## src/rtl/fir_seq_pkg.sv

```systemverilog
// FIR sequencer shared types: datapath opcodes, FSM states and
// register-map base addresses as functions of the tap count.
package fir_seq_pkg;

   typedef enum logic [2:0] {
      OP_NOP   = 3'd0,
      OP_COPY  = 3'd1,
      OP_LOAD1 = 3'd2,
      OP_LOAD2 = 3'd3,
      OP_ADD   = 3'd4,
      OP_SUB   = 3'd5,
      OP_MUL   = 3'd6
   } op_t;

   typedef enum logic [2:0] {
      ST_IDLE,
      ST_LOADC,
      ST_STORE,
      ST_SORT,
      ST_MUL,
      ST_ACC,
      ST_DONE,
      ST_EIDLE
   } state_t;

   // R0 accumulator, R1..RN window, R(N+1) sample, then coefficients, then products
   localparam int unsigned ACC_REG  = 0;
   localparam int unsigned WIN_BASE = 1;

   function automatic int unsigned sample_reg(input int unsigned n);
      return n + 1;
   endfunction

   function automatic int unsigned coef_base(input int unsigned n);
      return n + 2;
   endfunction

   function automatic int unsigned prod_base(input int unsigned n);
      return 2 * n + 2;
   endfunction

endpackage

```

## src/rtl/fir_sequencer_if.sv

```systemverilog
// Sequencer <-> datapath control bus. master = sequencer, slave = datapath.
interface fir_sequencer_if
   import fir_seq_pkg::*;
#(
   parameter int unsigned REG_ADDR_W = 4
);
   logic                  data_ready;
   logic                  load_coeff;
   logic                  overflow;
   op_t                   op;
   logic [REG_ADDR_W-1:0] src1;
   logic [REG_ADDR_W-1:0] src2;
   logic [REG_ADDR_W-1:0] dest;
   logic                  modwait;
   logic                  cnt_up;
   logic                  err;

   modport master (
      input  data_ready, load_coeff, overflow,
      output op, src1, src2, dest, modwait, cnt_up, err
   );

   modport slave (
      output data_ready, load_coeff, overflow,
      input  op, src1, src2, dest, modwait, cnt_up, err
   );
endinterface

```

## src/rtl/fir_seq_tapcnt.sv

```systemverilog
// Tap index counter used by the SORT, MUL and ACC phases of the sequencer.
module fir_seq_tapcnt #(
   parameter int unsigned NUM_TAPS = 4,
   parameter int unsigned W        = 4
) (
   input  logic         clk,
   input  logic         rst,
   input  logic         clr,
   input  logic         en,
   output logic [W-1:0] idx,
   output logic         tc
);
   // index advances while a phase repeats, returns to zero otherwise
   always_ff @(posedge clk or posedge rst) begin
      if (rst)      idx <= '0;
      else if (clr) idx <= '0;
      else if (en)  idx <= idx + 1'b1;
   end

   // terminal count on the last tap of a phase
   always_comb tc = (idx == W'(NUM_TAPS - 1));
endmodule

```

## src/rtl/fir_sequencer.sv

```systemverilog
// FIR datapath control FSM: coefficient load, sample store, window shift,
// per-tap multiply, accumulate with overflow check. Result left in R0.
// Optional: define FIR_SEQ_PENDING_EN for a one-deep pending sample.
module fir_sequencer
   import fir_seq_pkg::*;
#(
   parameter int unsigned NUM_TAPS   = 4,
   parameter int unsigned REG_ADDR_W = 4
) (
   input logic             clk,
   input logic             rst,
   fir_sequencer_if.master bus
);
   localparam int unsigned W = REG_ADDR_W;
   localparam logic [W-1:0] ACC_R  = W'(ACC_REG);
   localparam logic [W-1:0] WIN_R  = W'(WIN_BASE);
   localparam logic [W-1:0] SAMP_R = W'(sample_reg(NUM_TAPS));
   localparam logic [W-1:0] COEF_R = W'(coef_base(NUM_TAPS));
   localparam logic [W-1:0] PROD_R = W'(prod_base(NUM_TAPS));
   localparam logic [W-1:0] LAST   = W'(NUM_TAPS - 1);

   typedef struct packed {
      op_t          op;
      logic [W-1:0] src1;
      logic [W-1:0] src2;
      logic [W-1:0] dest;
      logic         modwait;
   } ctl_t;

   state_t       state, nxt_state;
   ctl_t         ctl_q;
   logic         cnt_up_q, err_q, pending;
   logic [W-1:0] cidx, idx, nidx;
   logic         tc, busy, loop_st, stay, dr_busy, lc_busy, chain;

   // control word for the cycle spent in state s at step index i
   function automatic ctl_t decode(input state_t s, input logic [W-1:0] i);
      ctl_t c;
      c.op      = OP_NOP;
      c.src1    = '0;
      c.src2    = '0;
      c.dest    = '0;
      c.modwait = 1'b1;
      case (s)
         ST_LOADC: begin c.op = OP_LOAD2; c.dest = COEF_R + i; end
         ST_STORE: begin c.op = OP_LOAD1; c.dest = SAMP_R; end
         ST_SORT:  begin c.op = OP_COPY; c.src1 = WIN_R + i + 1'b1; c.dest = WIN_R + i; end
         ST_MUL:   begin
            c.op = OP_MUL; c.src1 = WIN_R + i; c.src2 = COEF_R + i; c.dest = PROD_R + i;
         end
         ST_ACC:   begin
            c.dest = ACC_R;
            if (i == '0) begin c.op = OP_COPY; c.src1 = PROD_R; end
            else begin c.op = OP_ADD; c.src1 = ACC_R; c.src2 = PROD_R + i; end
         end
         ST_DONE:  c.op = OP_NOP;
         default:  c.modwait = 1'b0;
      endcase
      return c;
   endfunction

   fir_seq_tapcnt #(.NUM_TAPS(NUM_TAPS), .W(W)) u_tapcnt (
      .clk (clk),
      .rst (rst),
      .clr (!stay),
      .en  (stay),
      .idx (idx),
      .tc  (tc)
   );

   // next state and the step index that the next state will decode with
   always_comb begin
      busy    = !(state inside {ST_IDLE, ST_EIDLE});
      loop_st = state inside {ST_SORT, ST_MUL, ST_ACC};
      // a sample colliding with a coefficient strobe in idle is treated as busy
      dr_busy = bus.data_ready && (busy || bus.load_coeff);
      lc_busy = bus.load_coeff && busy;
`ifdef FIR_SEQ_PENDING_EN
      chain   = pending || bus.data_ready;
`else
      chain   = 1'b0;
`endif
      nxt_state = state;
      case (state)
         ST_IDLE, ST_EIDLE: begin
            if (bus.load_coeff)                   nxt_state = ST_LOADC;
            else if (bus.data_ready || pending)   nxt_state = ST_STORE;
         end
         ST_LOADC: nxt_state = ST_IDLE;
         ST_STORE: nxt_state = ST_SORT;
         ST_SORT:  if (tc) nxt_state = ST_MUL;
         ST_MUL:   if (tc) nxt_state = ST_ACC;
         ST_ACC: begin
            if (bus.overflow && idx != '0) nxt_state = ST_EIDLE;
            else if (tc)                   nxt_state = ST_DONE;
         end
         ST_DONE:  nxt_state = chain ? ST_STORE : ST_IDLE;
         default:  nxt_state = ST_IDLE;
      endcase
      stay = loop_st && (nxt_state == state);
      if (stay)                        nidx = idx + 1'b1;
      else if (nxt_state == ST_LOADC)  nidx = cidx;
      else                             nidx = '0;
   end

   // state, registered control word, coefficient index, pending and error flags
   always_ff @(posedge clk or posedge rst) begin
      if (rst) begin
         state         <= ST_IDLE;
         ctl_q.op      <= OP_NOP;
         ctl_q.src1    <= '0;
         ctl_q.src2    <= '0;
         ctl_q.dest    <= '0;
         ctl_q.modwait <= 1'b0;
         cnt_up_q      <= 1'b0;
         err_q         <= 1'b0;
         pending       <= 1'b0;
         cidx          <= '0;
      end else begin
         state    <= nxt_state;
         ctl_q    <= decode(nxt_state, nidx);
         cnt_up_q <= (nxt_state == ST_DONE);
         if (nxt_state == ST_LOADC) cidx <= (cidx == LAST) ? '0 : cidx + 1'b1;
         if (nxt_state == ST_STORE) err_q <= 1'b0;
         if (nxt_state == ST_EIDLE || lc_busy) err_q <= 1'b1;
`ifdef FIR_SEQ_PENDING_EN
         // entering STORE consumes the pended sample; a second one is lost
         if (nxt_state == ST_STORE) pending <= 1'b0;
         else if (dr_busy)          pending <= 1'b1;
         if (dr_busy && pending)    err_q   <= 1'b1;
`else
         pending <= 1'b0;
         if (dr_busy) err_q <= 1'b1;
`endif
      end
   end

   // drive the bus from the registered control word
   always_comb begin
      bus.op      = ctl_q.op;
      bus.src1    = ctl_q.src1;
      bus.src2    = ctl_q.src2;
      bus.dest    = ctl_q.dest;
      bus.modwait = ctl_q.modwait;
      bus.cnt_up  = cnt_up_q;
      bus.err     = err_q;
   end
endmodule

```

## src/flat_wrapper.sv

```systemverilog
// flat-port wrapper written by rule: the top's interface ports become plain ports
module fir_sequencer_flat import fir_seq_pkg::*;
#(
   parameter int unsigned NUM_TAPS   = 4,
   parameter int unsigned REG_ADDR_W = 4
)
  (clk, rst, bus_data_ready, bus_load_coeff, bus_overflow, bus_op, bus_src1, bus_src2, bus_dest, bus_modwait, bus_cnt_up, bus_err);
  fir_sequencer_if #(.REG_ADDR_W(REG_ADDR_W)) bus_i ();
  input logic clk;
  input logic rst;
  input wire logic [$bits(bus_i.data_ready)-1:0] bus_data_ready;
  input wire logic [$bits(bus_i.load_coeff)-1:0] bus_load_coeff;
  input wire logic [$bits(bus_i.overflow)-1:0] bus_overflow;
  output wire logic [$bits(bus_i.op)-1:0] bus_op;
  output wire logic [$bits(bus_i.src1)-1:0] bus_src1;
  output wire logic [$bits(bus_i.src2)-1:0] bus_src2;
  output wire logic [$bits(bus_i.dest)-1:0] bus_dest;
  output wire logic [$bits(bus_i.modwait)-1:0] bus_modwait;
  output wire logic [$bits(bus_i.cnt_up)-1:0] bus_cnt_up;
  output wire logic [$bits(bus_i.err)-1:0] bus_err;
  assign bus_i.data_ready = bus_data_ready;
  assign bus_i.load_coeff = bus_load_coeff;
  assign bus_i.overflow = bus_overflow;
  assign bus_op = bus_i.op;
  assign bus_src1 = bus_i.src1;
  assign bus_src2 = bus_i.src2;
  assign bus_dest = bus_i.dest;
  assign bus_modwait = bus_i.modwait;
  assign bus_cnt_up = bus_i.cnt_up;
  assign bus_err = bus_i.err;
  fir_sequencer #(.NUM_TAPS(NUM_TAPS), .REG_ADDR_W(REG_ADDR_W)) u_core (.clk(clk), .rst(rst), .bus(bus_i));
endmodule
```

## config.mk

```make
export PLATFORM = sky130hd
export DESIGN_NAME = fir_sequencer_flat
export DESIGN_NICKNAME = d
export VERILOG_FILES = /design/src/rtl/fir_seq_pkg.sv /design/src/rtl/fir_sequencer_if.sv /design/src/rtl/fir_seq_tapcnt.sv /design/src/rtl/fir_sequencer.sv /design/src/flat_wrapper.sv
export SDC_FILE = /design/constraint.sdc
export NUM_CORES = 1
export LEC_CHECK = 0
export CORE_MARGIN = 5
export CORE_UTILIZATION = 30
export DETAILED_ROUTE_END_ITERATION = 6
export GPL_TIMING_DRIVEN = 0
export PLACE_DENSITY = 0.49
export SYNTH_ARGS = -nofsm -noshare
export SYNTH_HDL_FRONTEND = slang
export SYNTH_HIERARCHICAL = 1
export SYNTH_SLANG_ARGS = --single-unit
```

## constraint.sdc

```tcl
create_clock -name clk -period 7.18 [get_ports clk]
set_input_delay 0.718 -clock clk [delete_from_list [all_inputs] [get_ports clk]]
set_output_delay 0.718 -clock clk [all_outputs]
set_load 0.1 [all_outputs]
```

==> impl_metrics.yaml, run 1 <==
setup_path:
  worst-endpoint-required_ns: 7.32
  critPathArrivalTime_ns: 5.02
  r2r_slack_ns: 2.30
  end_kind: "flop"
  cp_max_fo: 10
  crit_type: "reg2reg"
  startpoint_type: "flop"
detailed_routing:
  vias: 1363
  first_iter_violations: 41
  routed_wl_um: 3689
  ant_nets: 0
  wl_per_cell_um: 12.76
  drc_errors: 0
  routed_via_density: 4.716
  dr.pass1.iters: 4
timing:
  clock_skew_ns: 0.006368
  tightest_slew_ns: 0.9787
  drv_slew: 0
  finalHoldViolations: 0
  setup_viol: 0
  relSlewSlack_pct: 34.61
  grt_setup_unrepaired: "no"
  period_share_pct: 68.00
  clock.fmax_mhz: 204.8
  setup_tns_ns: 0
  layout_min_cycle_time_ns: 4.882
logic_synthesis:
  synth-warning-count: 6
  syn_area_per_cell_um2: 9.347
  syn-num-nets: 204
  synth_cell_types: 48
  synth-main-ff-cell: "dfrtp_1"
  synth-seq-cells: 29
  async_flop_share_pct: 100.0
  synth_cells: 187
  synth-edff-count: 0
  seq_area_frac_synth_pct: 41.52
  syn_area_mm2: 0.001748
clocking:
  clock_latency_ns: 0.28
  ctsResizeCount: 0
  cts_hold_buf: 0
  h-tree-depth: 2
  clock_path_buffers: 2
  cts_tree: "yes"
  cts_setup_buffers: 0
  clk_pin_slew_ns: 0.07
  clock-sinks: 29
  cts-root-buf: "clkbuf_8"
  numCtsBuffers: 5
placed_design:
  place_congestion: 0.7486
  hpwl_um: 2800
  portBuffers: 22
floorplanning:
  rows: 27
  coreArea_mm2: 0.005574
  die-area_mm2: 0.007453
  start_util_pct: 31.36
  num_io_pins: 23
  fp.dieW_um: 86.33
  die_y_um: 86.33
final_layout:
  final_common_cell: "dfrtp_1"
  fill_cells: 587
  area_growth_pct: 22.69
  layout_common_cells: "dfrtp_1, nand2_1, clkdlybuf4s50_1, inv_1, nor2_1"
  drive_above_1_share_pct: 11.06
  nNetsFinal: 233
  insertedDiodeCount: 0
job:
  drv_cap: 0
hold_path:
  min_path_type: "reg2reg"
grt:
  grt_max_degree: 26
  grt_pass1_wl_um: 6486
  grt-ovfl-total: 0
  grtUsageTotal_pct: 10.93
  grt_pass1_vias: 1334
  antenna_found_initial: 0
outcome:
  status: "complete, no violations"
-- metal layers --
layer	GRT usage [%]	vias up	share of wire [%]
met5	0	-	0
met4	3.399	0	0.79
met3	2.852	5	3.9
met2	17.73	20	46
met1	14.21	631	49
li1	-	707	-
-- cell usage after synthesis (2+ instances only) --
library cell / n / area [um^2]
clkbuf_1: 3 / 11.26
a22oi_1: 2 / 15.01
dfrtp_1: 29 / 725.7
a21oi_1: 6 / 30.03
or3_1: 3 / 18.77
nor2_1: 14 / 52.55
o22ai_1: 3 / 18.77
o221ai_1: 2 / 17.52
a31oi_1: 3 / 18.77
inv_1: 15 / 56.30
mux2_2: 3 / 33.78
xnor2_1: 5 / 43.79
nand2_1: 24 / 90.09
nor2b_1: 3 / 18.77
buf_2: 2 / 10.01
nor3_1: 2 / 10.01
mux2i_1: 2 / 20.02
nand4_1: 4 / 25.02
a211oi_1: 3 / 22.52
ha_1: 12 / 150.1
xor2_1: 2 / 17.52
nor3b_1: 2 / 15.01
nand3_1: 7 / 35.03
a21boi_0: 2 / 15.01
and2_1: 5 / 31.28
o21ai_0: 7 / 35.03
-- logic make-up (layout without fill, tap and decap cells) --
logic type	count (synthesis)	count (layout)	synth area share, %
adders and majority gates	12	12	8.590
muxes	6	6	3.937
DFF	29	29	41.52
buffers and inverters	22	52	5.082
AOI/OAI and AO/OA	38	38	15.61
and+or+nand+nor	73	73	21.76
xor gates and xnor gates	7	7	3.508
-- per-stage QoR --
step | util, % | instances | instance area [um^2] | setup WS, ns | hold WS, ns
4_1_cts | 38.47 | 289 | 2145 | 2.250 | 0.5446
3_3_place_gp | 36.92 | 281 | 2058 | 2.316 | 0.5217
6_report | 38.47 | 289 | 2145 | 2.298 | 0.5360
2_1_floorplan | - | 187 | 1748 | 3.088 | 0.4841
5_1_grt | 38.47 | 289 | 2145 | 1.827 | 0.5923
3_5_place_dp | 36.92 | 281 | 2058 | 2.301 | 0.5267
-- registers in the layout, indices dropped and copies added (netlist names) --
signal / flops
u_core/bus.cnt_up: 1
u_core/bus.dest: 4
u_core/bus.err: 1
u_core/bus.modwait: 1
u_core/bus.op: 3
u_core/bus.src1: 4
u_core/bus.src2: 4
u_core/cidx: 4
u_core/state: 3
u_core/u_tapcnt/idx: 4
-- final cells by class --
| class | count | area (um^2) | area share, % |
|---|---|---|---|
| Sequential cell | 29 | 725.7 | 33.84 |
| Tap cell | 72 | 90.09 | 4.201 |
| Clock buffer | 5 | 68.82 | 3.209 |
| Buffer | 6 | 28.78 | 1.342 |
| Timing Repair Buffer | 22 | 220.2 | 10.27 |
| Inverter | 16 | 60.06 | 2.800 |
| Clock inverter | 3 | 17.52 | 0.8168 |
| Multi-Input combinational cell | 136 | 933.4 | 43.52 |
-- path summary, 6_finish.rpt --
kind                                         from                     end  cells after the start
max                        u_core/u_tapcnt/idx[0]      u_core/bus.src1[3]                     17
min                                u_core/cidx[1]          u_core/cidx[1]                      2
max reg2reg                u_core/u_tapcnt/idx[0]      u_core/bus.src1[3]                     17
min reg2reg                        u_core/cidx[1]          u_core/cidx[1]                      2
max in group asynchronous                     rst         u_core/state[2]                      2
min in group asynchronous                     rst  u_core/u_tapcnt/idx[2]                      2
-- critical path, stage by stage, from the launching register on --
cell      delay, ns
dfrtp_1        0.48
ha_1           0.23
nor3b_1        0.80
nand2_1        0.11
a21oi_1        0.18
o32ai_1        0.18
inv_1          0.12
ha_1           0.29
nor4b_2        0.29
buf_2          0.27
nand2_1        0.12
mux2_2         0.32
inv_1          0.07
ha_1           0.25
or3b_2         0.46
a31o_2         0.27
xnor2_1        0.17
o221ai_1       0.15
Power of run 1 is left out: the tool's default activity adds up to more than one toggle a clock period on the data nets, which glitch-free logic cannot reach.
==> inputs of run 2 (changes only) <==
==> constraint.sdc (replaced) <==
create_clock -name clk -period 4.9 [get_ports clk]
set_input_delay 0.49 -clock clk [delete_from_list [all_inputs] [get_ports clk]]
set_output_delay 0.49 -clock clk [all_outputs]
set_load 0.1 [all_outputs]
==> impl_metrics.yaml, run 2 (synthesis gave the netlist of run 1 again) <==
outcome:
  status: "complete, no violations"
setup_path:
  critPathArrivalTime_ns: 4.66
  crit_family: "simple AND/OR/NAND/NOR gates"
  cp_cell_sequence: "inv_1 > ha_1 > or3b_4 > a211oi_1 > o32ai_1 > inv_1 > ha_1 > nor4b_2 > buf_2 > nand2_1 > mux2_2 > inv_1 > ha_1 > or3b_2 > a31o_2 > xnor2_1 > o221ai_1"
  startpoint_type: "flop"
  cpPeakStageDelay_ns: 0.46
  path_depth: 17
  path_buf_inv: 4
  cp_max_fo: 10
  worst_path_max_delay_cell: "dfrtp_1"
  r2r_cells: 17
  worst-endpoint-required_ns: 5.04
  end_kind: "flop"
  crit_type: "reg2reg"
detailed_routing:
  dr_wl_met2_um: 1705
  first_iter_violations: 39
  dr.pass1.iters: 4
  routed_wl_um: 3670
  wl_per_cell_um: 12.70
  maxUsedRoutingLayer: "met4"
  wl_met3_um: 147
  routed_via_density: 4.730
  drc_errors: 0
  wirelength_met1_um: 1787
  vias: 1367
  ant_nets: 0
floorplanning:
  coreArea_mm2: 0.005574
  num_io_pins: 23
  rows: 27
  fp.dieW_um: 86.33
  die-area_mm2: 0.007453
  die_y_um: 86.33
  start_util_pct: 31.36
clocking:
  clock_latency_ns: 0.28
  cts_setup_buffers: 0
  clk_pin_slew_ns: 0.07
  clock-sinks: 29
  cts_tree: "yes"
  numCtsBuffers: 5
  clock_path_buffers: 2
  cts-root-buf: "clkbuf_8"
  h-tree-depth: 2
timing:
  clock_skew_ns: 0.005974
  layout_min_cycle_time_ns: 4.523
  period_share_pct: 92.31
  drv_slew: 0
  finalHoldViolations: 0
  setup_viol: 0
  tightest_slew_ns: 0.9712
  setup_tns_ns: 0
  relSlewSlack_pct: 35.05
  grt_setup_unrepaired: "no"
  clock.fmax_mhz: 221.1
grt:
  grtUsageTotal_pct: 10.95
  grt_pass1_wl_um: 6499
  antenna_found_initial: 0
  grt-ovfl-total: 0
  grt_max_degree: 26
  grt_pass1_vias: 1336
final_layout:
  insertedDiodeCount: 0
  area_growth_pct: 23.34
  multiInputGateArea_um2: 944.7
  nNetsFinal: 233
  layout_common_cells: "dfrtp_1, nand2_1, clkdlybuf4s50_1, inv_1, nor2_1"
  final_common_cell: "dfrtp_1"
  fill_cells: 586
  drive_above_1_share_pct: 11.52
  seq_area_um2: 725.7
  layoutNonFillerInstCount: 289
placed_design:
  hpwl_um: 2800
  place_congestion: 0.7486
  placed_cells: 281
  portBuffers: 22
job:
  drv_cap: 0
hold_path:
  min_path_type: "in2async"
## run 2: cell counts in the layout (fill, tap and decap cells not counted)
Identical to the previous run, type by type.
## run 2: timing repair
item,in CTS,in global routing
gates resized for setup,1,1
gates cloned,0,0
pin swaps,0,0
setup endpoints to repair,1,1
hold buffers,0,0
## run 2: per-layer routing
layer	vias up	GRT usage [%]
met5	-	0
met4	0	3.399
met3	5	2.852
met2	22	17.73
met1	631	14.27
li1	709	-
## run 2: path summary, 6_finish.rpt
path / start / endpoint / slack, ns
max: u_core/u_tapcnt/idx[0] / u_core/bus.src1[3] / 0.38
max reg2reg: u_core/u_tapcnt/idx[0] / u_core/bus.src1[3] / 0.38
min in group clk: u_core/cidx[1] / u_core/cidx[1] / 0.54
max in group asynchronous: rst / u_core/state[2] / 3.56
min reg2reg: u_core/cidx[1] / u_core/cidx[1] / 0.54
min: rst / u_core/u_tapcnt/idx[2] / 0.41
## run 2: stage by stage
stage	cell area [um^2]	utilization (%)	hold slack (ns)	setup WS (ns)
after CTS	2150	38.56	0.4163	0.3174
after global placement	2058	36.92	0.5217	0.03628
final	2156	38.68	0.4131	0.3769
after floorplan	1748	-	0.2561	0.8080
after global routing	2156	38.68	0.4379	0.02503
after detailed placement	2058	36.92	0.5267	0.02084
## run 2: cell type report
type / count / share of cell area (%)
multi-input combinational: 136 / 43.82
sequential: 29 / 33.66
timing repair buffer: 22 / 10.21
tap: 72 / 4.179
clock buffer: 5 / 3.192
inverter: 16 / 2.786
buffer: 6 / 1.335
clock inverter: 3 / 0.8125
Power of run 2 is left out for the same reason.
==> inputs of run 3 (changes only) <==
--- a/config.mk
+++ b/config.mk
@@ -7,6 +7,7 @@
 export LEC_CHECK = 0
 export CORE_MARGIN = 5
 export CORE_UTILIZATION = 30
+export CTS_BUF_LIST = sky130_fd_sc_hd__clkbuf_2 sky130_fd_sc_hd__clkbuf_4 sky130_fd_sc_hd__clkbuf_8
 export DETAILED_ROUTE_END_ITERATION = 6
 export GPL_TIMING_DRIVEN = 0
 export PLACE_DENSITY = 0.49
==> results of run 3 <==
No change in the layout: final DEF, timing and power equal those of run 2.
Power of run 3 is left out for the same reason.
